`src/rtl/shift_sequencer.sv`:
```
`default_nettype none
// ============================================================================
// Module   : shift_sequencer
// Purpose  : Loads parallel words into a WORD_W shift register, shifts them
//            out LSB-first as a framed serial stream and flags sampled bits
//            that disagree with a shadow copy of the word.
// Option   : SHIFT_SEQ_PARITY_EN appends an even-parity bit to each frame.
// Revision : 1.0 - initial release
// ============================================================================
module shift_sequencer #(
  parameter int WORD_W   = 4,
  parameter int IDLE_GAP = 1
) (
  input  logic              clk,
  input  logic              reset,
  input  logic              in_valid,
  input  logic [WORD_W-1:0] in_data,
  output logic              in_ready,
  output logic              sr_shift,
  output logic [WORD_W-1:0] sr_data_input,
  input  logic [WORD_W-1:0] sr_data_output,
  output logic              ser_out,
  output logic              ser_valid,
  output logic              frame_start,
  output logic              frame_done,
  output logic              sr_err
);

  localparam int              CNT_W    = (WORD_W > 1) ? $clog2(WORD_W) : 1;
  localparam logic [CNT_W-1:0] CNT_LAST = CNT_W'(WORD_W - 1);
  localparam logic [3:0]      GAP_LAST = 4'((IDLE_GAP > 0) ? IDLE_GAP - 1 : 0);

  typedef enum logic [2:0] {
    ST_IDLE   = 3'd0,
    ST_LOAD   = 3'd1,
    ST_SHIFT  = 3'd2,
`ifdef SHIFT_SEQ_PARITY_EN
    ST_PARITY = 3'd3,
`endif
    ST_GAP    = 3'd4
  } state_t;

  state_t              state_q, state_d;
  logic [CNT_W-1:0]    cnt_q, cnt_d;
  logic [3:0]          gap_q, gap_d;
  logic [WORD_W-1:0]   hold_q, hold_d;
  logic [WORD_W-1:0]   shadow_q, shadow_d;
  logic                ser_out_q, ser_out_d;
  logic                ser_valid_q, ser_valid_d;
  logic                frame_start_q, frame_start_d;
  logic                frame_done_q, frame_done_d;
  logic                err_q, err_d;
`ifdef SHIFT_SEQ_PARITY_EN
  logic                parity_q, parity_d;
`endif

  logic                ready_w;
  logic                sample_w;
  logic                last_bit_w;

  // Only the LSB of the register is observed; the rest is tied off here.
  logic                unused_sr_bits;
  assign unused_sr_bits = ^sr_data_output;

  assign sample_w   = sr_data_output[0];
  assign last_bit_w = (cnt_q == CNT_LAST);

  always_comb begin
    state_d       = state_q;
    cnt_d         = cnt_q;
    gap_d         = gap_q;
    hold_d        = hold_q;
    shadow_d      = shadow_q;
    ser_out_d     = 1'b0;
    ser_valid_d   = 1'b0;
    frame_start_d = 1'b0;
    frame_done_d  = 1'b0;
    err_d         = err_q;
`ifdef SHIFT_SEQ_PARITY_EN
    parity_d      = parity_q;
`endif
    ready_w       = 1'b0;
    sr_shift      = 1'b0;
    sr_data_input = '0;

    case (state_q)
      ST_IDLE: begin
        ready_w = 1'b1;
        if (in_valid) begin
          hold_d   = in_data;
          shadow_d = in_data;
          err_d    = 1'b0;
          state_d  = ST_LOAD;
        end
      end

      ST_LOAD: begin
        sr_data_input = hold_q;
        cnt_d         = '0;
`ifdef SHIFT_SEQ_PARITY_EN
        parity_d      = 1'b0;
`endif
        state_d       = ST_SHIFT;
      end

      ST_SHIFT: begin
        sr_shift      = 1'b1;
        ser_out_d     = sample_w;
        ser_valid_d   = 1'b1;
        frame_start_d = (cnt_q == '0);
        if (sample_w != shadow_q[cnt_q]) begin
          err_d = 1'b1;
        end
`ifdef SHIFT_SEQ_PARITY_EN
        parity_d = parity_q ^ sample_w;
`endif
        if (last_bit_w) begin
          gap_d = '0;
`ifdef SHIFT_SEQ_PARITY_EN
          state_d = ST_PARITY;
`else
          frame_done_d = 1'b1;
          state_d      = (IDLE_GAP > 0) ? ST_GAP : ST_IDLE;
`endif
        end else begin
          cnt_d = cnt_q + 1'b1;
        end
      end

`ifdef SHIFT_SEQ_PARITY_EN
      ST_PARITY: begin
        ser_out_d    = parity_q;
        ser_valid_d  = 1'b1;
        frame_done_d = 1'b1;
        gap_d        = '0;
        state_d      = (IDLE_GAP > 0) ? ST_GAP : ST_IDLE;
      end
`endif

      ST_GAP: begin
        if (gap_q == GAP_LAST) begin
          state_d = ST_IDLE;
        end else begin
          gap_d = gap_q + 1'b1;
        end
      end

      default: begin
        state_d = ST_IDLE;
      end
    endcase
  end

  always_ff @(posedge clk or posedge reset) begin
    if (reset) begin
      state_q       <= ST_IDLE;
      cnt_q         <= '0;
      gap_q         <= '0;
      hold_q        <= '0;
      shadow_q      <= '0;
      ser_out_q     <= 1'b0;
      ser_valid_q   <= 1'b0;
      frame_start_q <= 1'b0;
      frame_done_q  <= 1'b0;
      err_q         <= 1'b0;
`ifdef SHIFT_SEQ_PARITY_EN
      parity_q      <= 1'b0;
`endif
    end else begin
      state_q       <= state_d;
      cnt_q         <= cnt_d;
      gap_q         <= gap_d;
      hold_q        <= hold_d;
      shadow_q      <= shadow_d;
      ser_out_q     <= ser_out_d;
      ser_valid_q   <= ser_valid_d;
      frame_start_q <= frame_start_d;
      frame_done_q  <= frame_done_d;
      err_q         <= err_d;
`ifdef SHIFT_SEQ_PARITY_EN
      parity_q      <= parity_d;
`endif
    end
  end

  // The state register already sits in IDLE while reset is held, so gate it.
  assign in_ready    = ready_w & ~reset;
  assign ser_out     = ser_out_q;
  assign ser_valid   = ser_valid_q;
  assign frame_start = frame_start_q;
  assign frame_done  = frame_done_q;
  assign sr_err      = err_q;

endmodule
`default_nettype wire

```
`config.mk`:
```
export PLATFORM = sky130hd
export DESIGN_NAME = shift_sequencer
export DESIGN_NICKNAME = d
export VERILOG_FILES = /design/src/rtl/shift_sequencer.sv
export SDC_FILE = /design/constraint.sdc
export NUM_CORES = 1
export LEC_CHECK = 0
export CORE_AREA = 2 2 52 49
export CTS_CLUSTER_SIZE = 20
export DETAILED_ROUTE_END_ITERATION = 16
export DIE_AREA = 0 0 54 51
export GPL_TIMING_DRIVEN = 0
export HOLD_SLACK_MARGIN = 0.05
export PLACE_DENSITY = 0.7
export SLEW_MARGIN = 20
export SYNTH_ARGS = -nofsm -noshare
export SYNTH_HDL_FRONTEND = slang
export SYNTH_SLANG_ARGS = --single-unit
```
`constraint.sdc`:
```
create_clock -name clk -period 1.5 [get_ports clk]
set_input_delay 0.3 -clock clk [delete_from_list [all_inputs] [get_ports clk]]
set_output_delay 0.3 -clock clk [all_outputs]
set_load 0.05 [all_outputs]
```
# --- Word level (Yosys, flattened, before mapping) ---
# Cells that the tools add are included.
# W data, S select, Z words.
word_totals:
  register_bits: 18
  in_bits: 11
  word_cells: 57
  output_inout_bits: 11
op_classes:
  eq_ne: 11
  n_bitwise: 2
  addsub: 2
  order_cmp: 1
  reduce_logical: 11
  mux: 21
op_table:
  columns: ["cell", "count"]
  rows:
  - ["$mux W4", 3]
  - ["$ne A2 B2 Y1 const B", 6]
  - ["$pmux W3 S4", 1]
  - ["$mux W1", 9]
  - ["$mux W3", 3]
  - ["$reduce_and A3 Y1", 3]
  - ["$pmux W4 S2", 1]
  - ["$reduce_bool A2 Y1", 3]
  - ["$add A4 B1 Y4 const B", 1]
  - ["$logic_not A4 Y1", 1]
  - ["$pmux W2 S2", 1]
  - ["$reduce_and A2 Y1", 2]
  - ["$eq A3 B1 Y1 const B", 1]
  - ["$eq A3 B2 Y1 const B", 1]
  - ["$eq A3 B3 Y1 const B", 1]
  - ["$logic_not A3 Y1", 1]
  - ["$lt A2 B3 Y1 const B", 1]
  - ["$add A2 B1 Y2 const B", 1]
  - ["$bmux W1 S2", 1]
  - ["$eq A2 B2 Y1 const B", 1]
  - ["$logic_not A2 Y1", 1]
  - ["$mux W2", 1]
  - ["$pmux W1 S2", 1]
  - ["$and A1 B1 Y1", 1]
  - ["other kinds (2)", 2]

# --- Depth between registers and ports, before layout ---
depth:
  depth_word: 5
  ltp_mapped: 5
  depth_no_buf: 5

# --- Worst setup path after synthesis ---
# Ideal clock, no wire load.
synth_timing:
  path_kind: "flip-flop to output port"
  from: "register state_q[2]"
  to: "output in_ready"
  setup_slack_ps: -849
  required_time_ps: 1200
  t_arrival_ps: 2049
  path_stages_with_launch: 3
  n_path_buf: 1
  path_cell_list: "dfrtp_1 > buf_2 > nor4_1"
synth_between:
  elab_chain_len: 3
synth_lines:
  columns: ["element", "line", "rtl"]
  rows:
  - ["from (decl)", "43", "state_t state_q, state_d;"]
  - ["from (signal assigned)", "170", "state_q <= state_d;"]
  - ["$logic_not A3 Y1", "86", "case (state_q)"]
  - ["$mux W1", "86", null]
  - ["$and A1 B1 Y1", "187", "assign in_ready = ready_w & ~reset;"]
  - ["to (decl)", "18", "output logic in_ready,"]
# Every way passes these cells.

# --- Worst setup path after layout ---
layout_timing:
  from: "register state_q[1]"
  to: "output sr_data_input[3]"
layout_between:
  elab_chain_len: 2
layout_lines:
  columns: ["element", "line", "rtl"]
  rows:
  - ["$eq A3 B1 Y1", "86", null]
  - ["$mux W4", "86", null]
  - ["to (decl)", "20", "output logic [WORD_W-1:0] sr_data_input,"]
# Every way passes these cells.

==> impl_results.md <==
- DIE HEIGHT: 51 microns
- Top Ports: 22
- RSZ-0062 raised after global routing: true
- Worst-path clk slew: 0.11 ns
- CTS H-tree lvls: 1
- Crit share post-route: 1.208
- Antenna diodes: 0
- Synth Area in Compound Gates: 0.1080
- Critical Path Sink Type: output pin
- Fmax: 551.7 MHz
- Die width: 54 microns
- Gr ovfl total: 0
- Worst Path Buf+Inv: 1
- Final std cell area, no fill: 1379 sq um
- Cts hold-fix bufs: 0
- Rows: 17
- First-pass GRT wire length: 3022 microns
- Leading area contributor after synthesis: dfrtp_1
- Worst Path Arrival: 1.51 ns
- Post-Syn Nets: 93
- Syn Inst Count: 78
- CP max stage delay: 0.49 ns
- Largest family of logic cells by synthesized area: simple AND/OR/NAND/NOR gates
- Vias per cell: 5.297
- FF-to-FF setup slack: -0.23 ns
- Final Max Slew Viols: 0
- Global-route usage over all layers: 0.1524
- Final total power: 2400 uW
- CTS Buf Count: 3
- Kind of launch point of the worst setup path: flop
- Post-synthesis average cell area: 11.29 sq um
- Slowest stage cell on the critical path: dfrtp_2
- Core box area: 2297 sq um
- CP Data Required Time: 1.20 ns
- Crit Path Class: flop to output pin
- Post-DP HPWL: 1207 microns
- Post-synthesis sequential area ratio: 0.5114
- Mux contribution to synthesized area: 0.08807
- Pleak: 0.0006490 uW
- Vias in the first global route: 673
- Hold Slack: 0.5103 ns
- Crit path to: sr_data_input[3]
- Initial Utilization: 0.3834
- Depth of the worst register-to-register path: 5
- Slew margin rel.: 0.5469
- Max_cap viols: 0
- Routability cong.: 0.7668
- Post-Layout Cell Count: 138
- Nets: 126
- 1st-iter DRT viols: 14
- Residual DRC: 0
- Root buffer cell: clkbuf_4
- Via count: 731
- Pre-Repair DR Iteration Count: 4
- Critical Path Stages: 4
- Distinct cell type count after synthesis: 31
- Initial antenna violation count: 0
- Slew @ Worst Pin: 0.6790 ns
- Placed Cells: 124
- Area growth syn-to-layout: 56.53%
- Post-synthesis adder-cell area fraction: 0.05682
- Largest cells by area after synthesis: dfrtp_1 (51%), ha_1 (5.7%), mux2_2 (5.1%), inv_1 (3.4%), o2bb2ai_1 (3.0%)
- Synth Area in Simple Gates: 0.1634
- Clk_lat worst skew: 0.29 ns
- Worst path cell trace: or2b_1, nor2_4, and2_4, buf_8
- Number of buffers added on ports: 18
- CP max FO: 8
- Die area: 2754 sq um
- Share of cells above drive strength 1: 0.4455
- Synthesis Warnings: 0
- PwrDens: 1741 nW/um^2
- Setup ws final: -0.3127 ns
- Failing checks: setup timing
- CTS Sinks: 18
- Hold Path Class: input port to asynchronous set/reset pin
- Fin crit period: 1.813 ns
- VDD IR max: 0.001109 V
- Top cell type's share of synthesized area: 0.5114
- Worst R2R End: gap_q[2]
- Top delay family on crit path: simple AND/OR/NAND/NOR gates
- Status: finished with violations
- Final Hold Viols: 0
- Total routed wirelength: 2038 microns
- Mapped Area: 880.8 sq um
- Reg-to-Reg Start: state_q[0]
- Placement-stage cell area: 1121 sq um
- Wire per inst: 14.77 microns
- CTS tree: yes
- Endpoints failing setup: 10
- Post-synthesis xor/xnor area fraction: 0.009943
- Crit path from: state_q[1]
- Setup Skew: 0.0003919 ns
- Final ANT Viol Nets: 0
- Max Root-Sink Buffers: 2
- Register bit total from synthesis: 18
- Largest net degree at the start of global routing: 19
[logic make-up (layout without fill, tap and decap cells)]
family / Yosys count / in the layout
adders and majority gates: 4 / 4
xor gates and xnor gates: 1 / 1
muxes: 6 / 6
buffers and inverters: 12 / 44
and+or+nand+nor: 23 / 23
DFF: 18 / 18
AOI/OAI and AO/OA: 14 / 14
[what timing repair did]
action                                 4_1_cts  5_1_grt
endpoints found under the hold margin        0        0
setup endpoints to repair                   19       17
buffers inserted                             6        6
pin swaps                                    8       12
resized for setup                           64       20
[how the worst min path moves through the flow]
stage	start	to	cells after the start
after floorplan	reset	cnt_q[0]	1
after global placement	shadow_q[3]	shadow_q[3]	1
after detailed placement	shadow_q[3]	shadow_q[3]	1
after CTS	reset	frame_start	2
after global routing	reset	frame_start	2
final	reset	gap_q[2]	2
[Yosys cell counts]
| master | n |
|---|---|
| o21ai_0 | 2 |
| mux2_2 | 4 |
| o21bai_1 | 3 |
| nand3_1 | 1 |
| inv_1 | 8 |
| nor2b_1 | 1 |
| clkbuf_1 | 1 |
| a22oi_1 | 1 |
| ha_1 | 4 |
| nor3_1 | 3 |
| a31oi_1 | 1 |
| or2b_1 | 1 |
| buf_2 | 2 |
| nor4_1 | 1 |
| or3b_1 | 1 |
| mux4_2 | 1 |
| dfrtp_1 | 18 |
| mux2i_1 | 1 |
| and2_1 | 4 |
| o2bb2ai_1 | 3 |
| buf_6 | 1 |
| nor2_1 | 3 |
| a21oi_1 | 3 |
| nor3b_1 | 1 |
| a21o_1 | 1 |
| and3_1 | 3 |
| and4bb_2 | 1 |
| xor2_1 | 1 |
| nand2b_1 | 1 |
| or3_1 | 1 |
| or4_1 | 1 |
[metal layers]
layer  vias to the layer above  track usage  wire length [microns]
li1                        335            -                      -
met2                        27       0.2337                   1019
met1                       369       0.2072                    898
met4                         0      0.06250                      0
met3                         0      0.03216                    120
met5                         -            0                      0
[placed cells by master (no fill, tap or decap), types with 2 or more instances in the layout]
master	netlist	layout
inv_1	8	8
and2_4	0	4
o2bb2ai_1	3	2
clkbuf_4	0	3
dlygate4sd2_1	0	3
nor3_4	0	3
buf_4	0	6
a21oi_2	0	2
o21bai_1	3	2
buf_6	1	9
clkdlybuf4s15_1	0	2
ha_1	4	4
mux2_2	4	4
clkdlybuf4s50_1	0	7
buf_8	0	4
o21ai_0	2	2
dfrtp_1	18	17
and3_1	3	2
[report_power, final]
part,switching (uW),internal [uW],leakage (uW),total (uW)
logic,717,611,0.000396,1330
clock network,157,148,0.0000210,305
registers,129,638,0.000232,766
[sequential cells by signal, summed over array words and instances, names as in the netlist]
signal and cells:
cnt_q 2, frame_done 1, frame_start 1, gap_q 4
ser_out 1, ser_valid 1, shadow_q 4, sr_err 1
state_q 3
[cell type report]
class	instances	area (sq um)
Multi-Input combinational cell	48	490.5
Inverter	8	30.03
Sequential cell	18	451.7
Tap cell	28	35.03
Buffer	2	22.52
Fill cell	187	918.4
Timing Repair Buffer	30	312.8
Clock buffer	4	36.28
[per-stage QoR]
step / util / worst slack (ns) / TNS (ns)
5_1_grt: 0.6002 / -0.3667 / -2.885
3_5_place_dp: 0.4880 / -0.7422 / -5.052
2_1_floorplan: - / -0.1434 / -0.1720
6_report: 0.6002 / -0.3127 / -2.338
3_3_place_gp: 0.4880 / -0.7395 / -4.817
4_1_cts: 0.5479 / -0.3404 / -2.339
(Power assumes the default switching activity.)
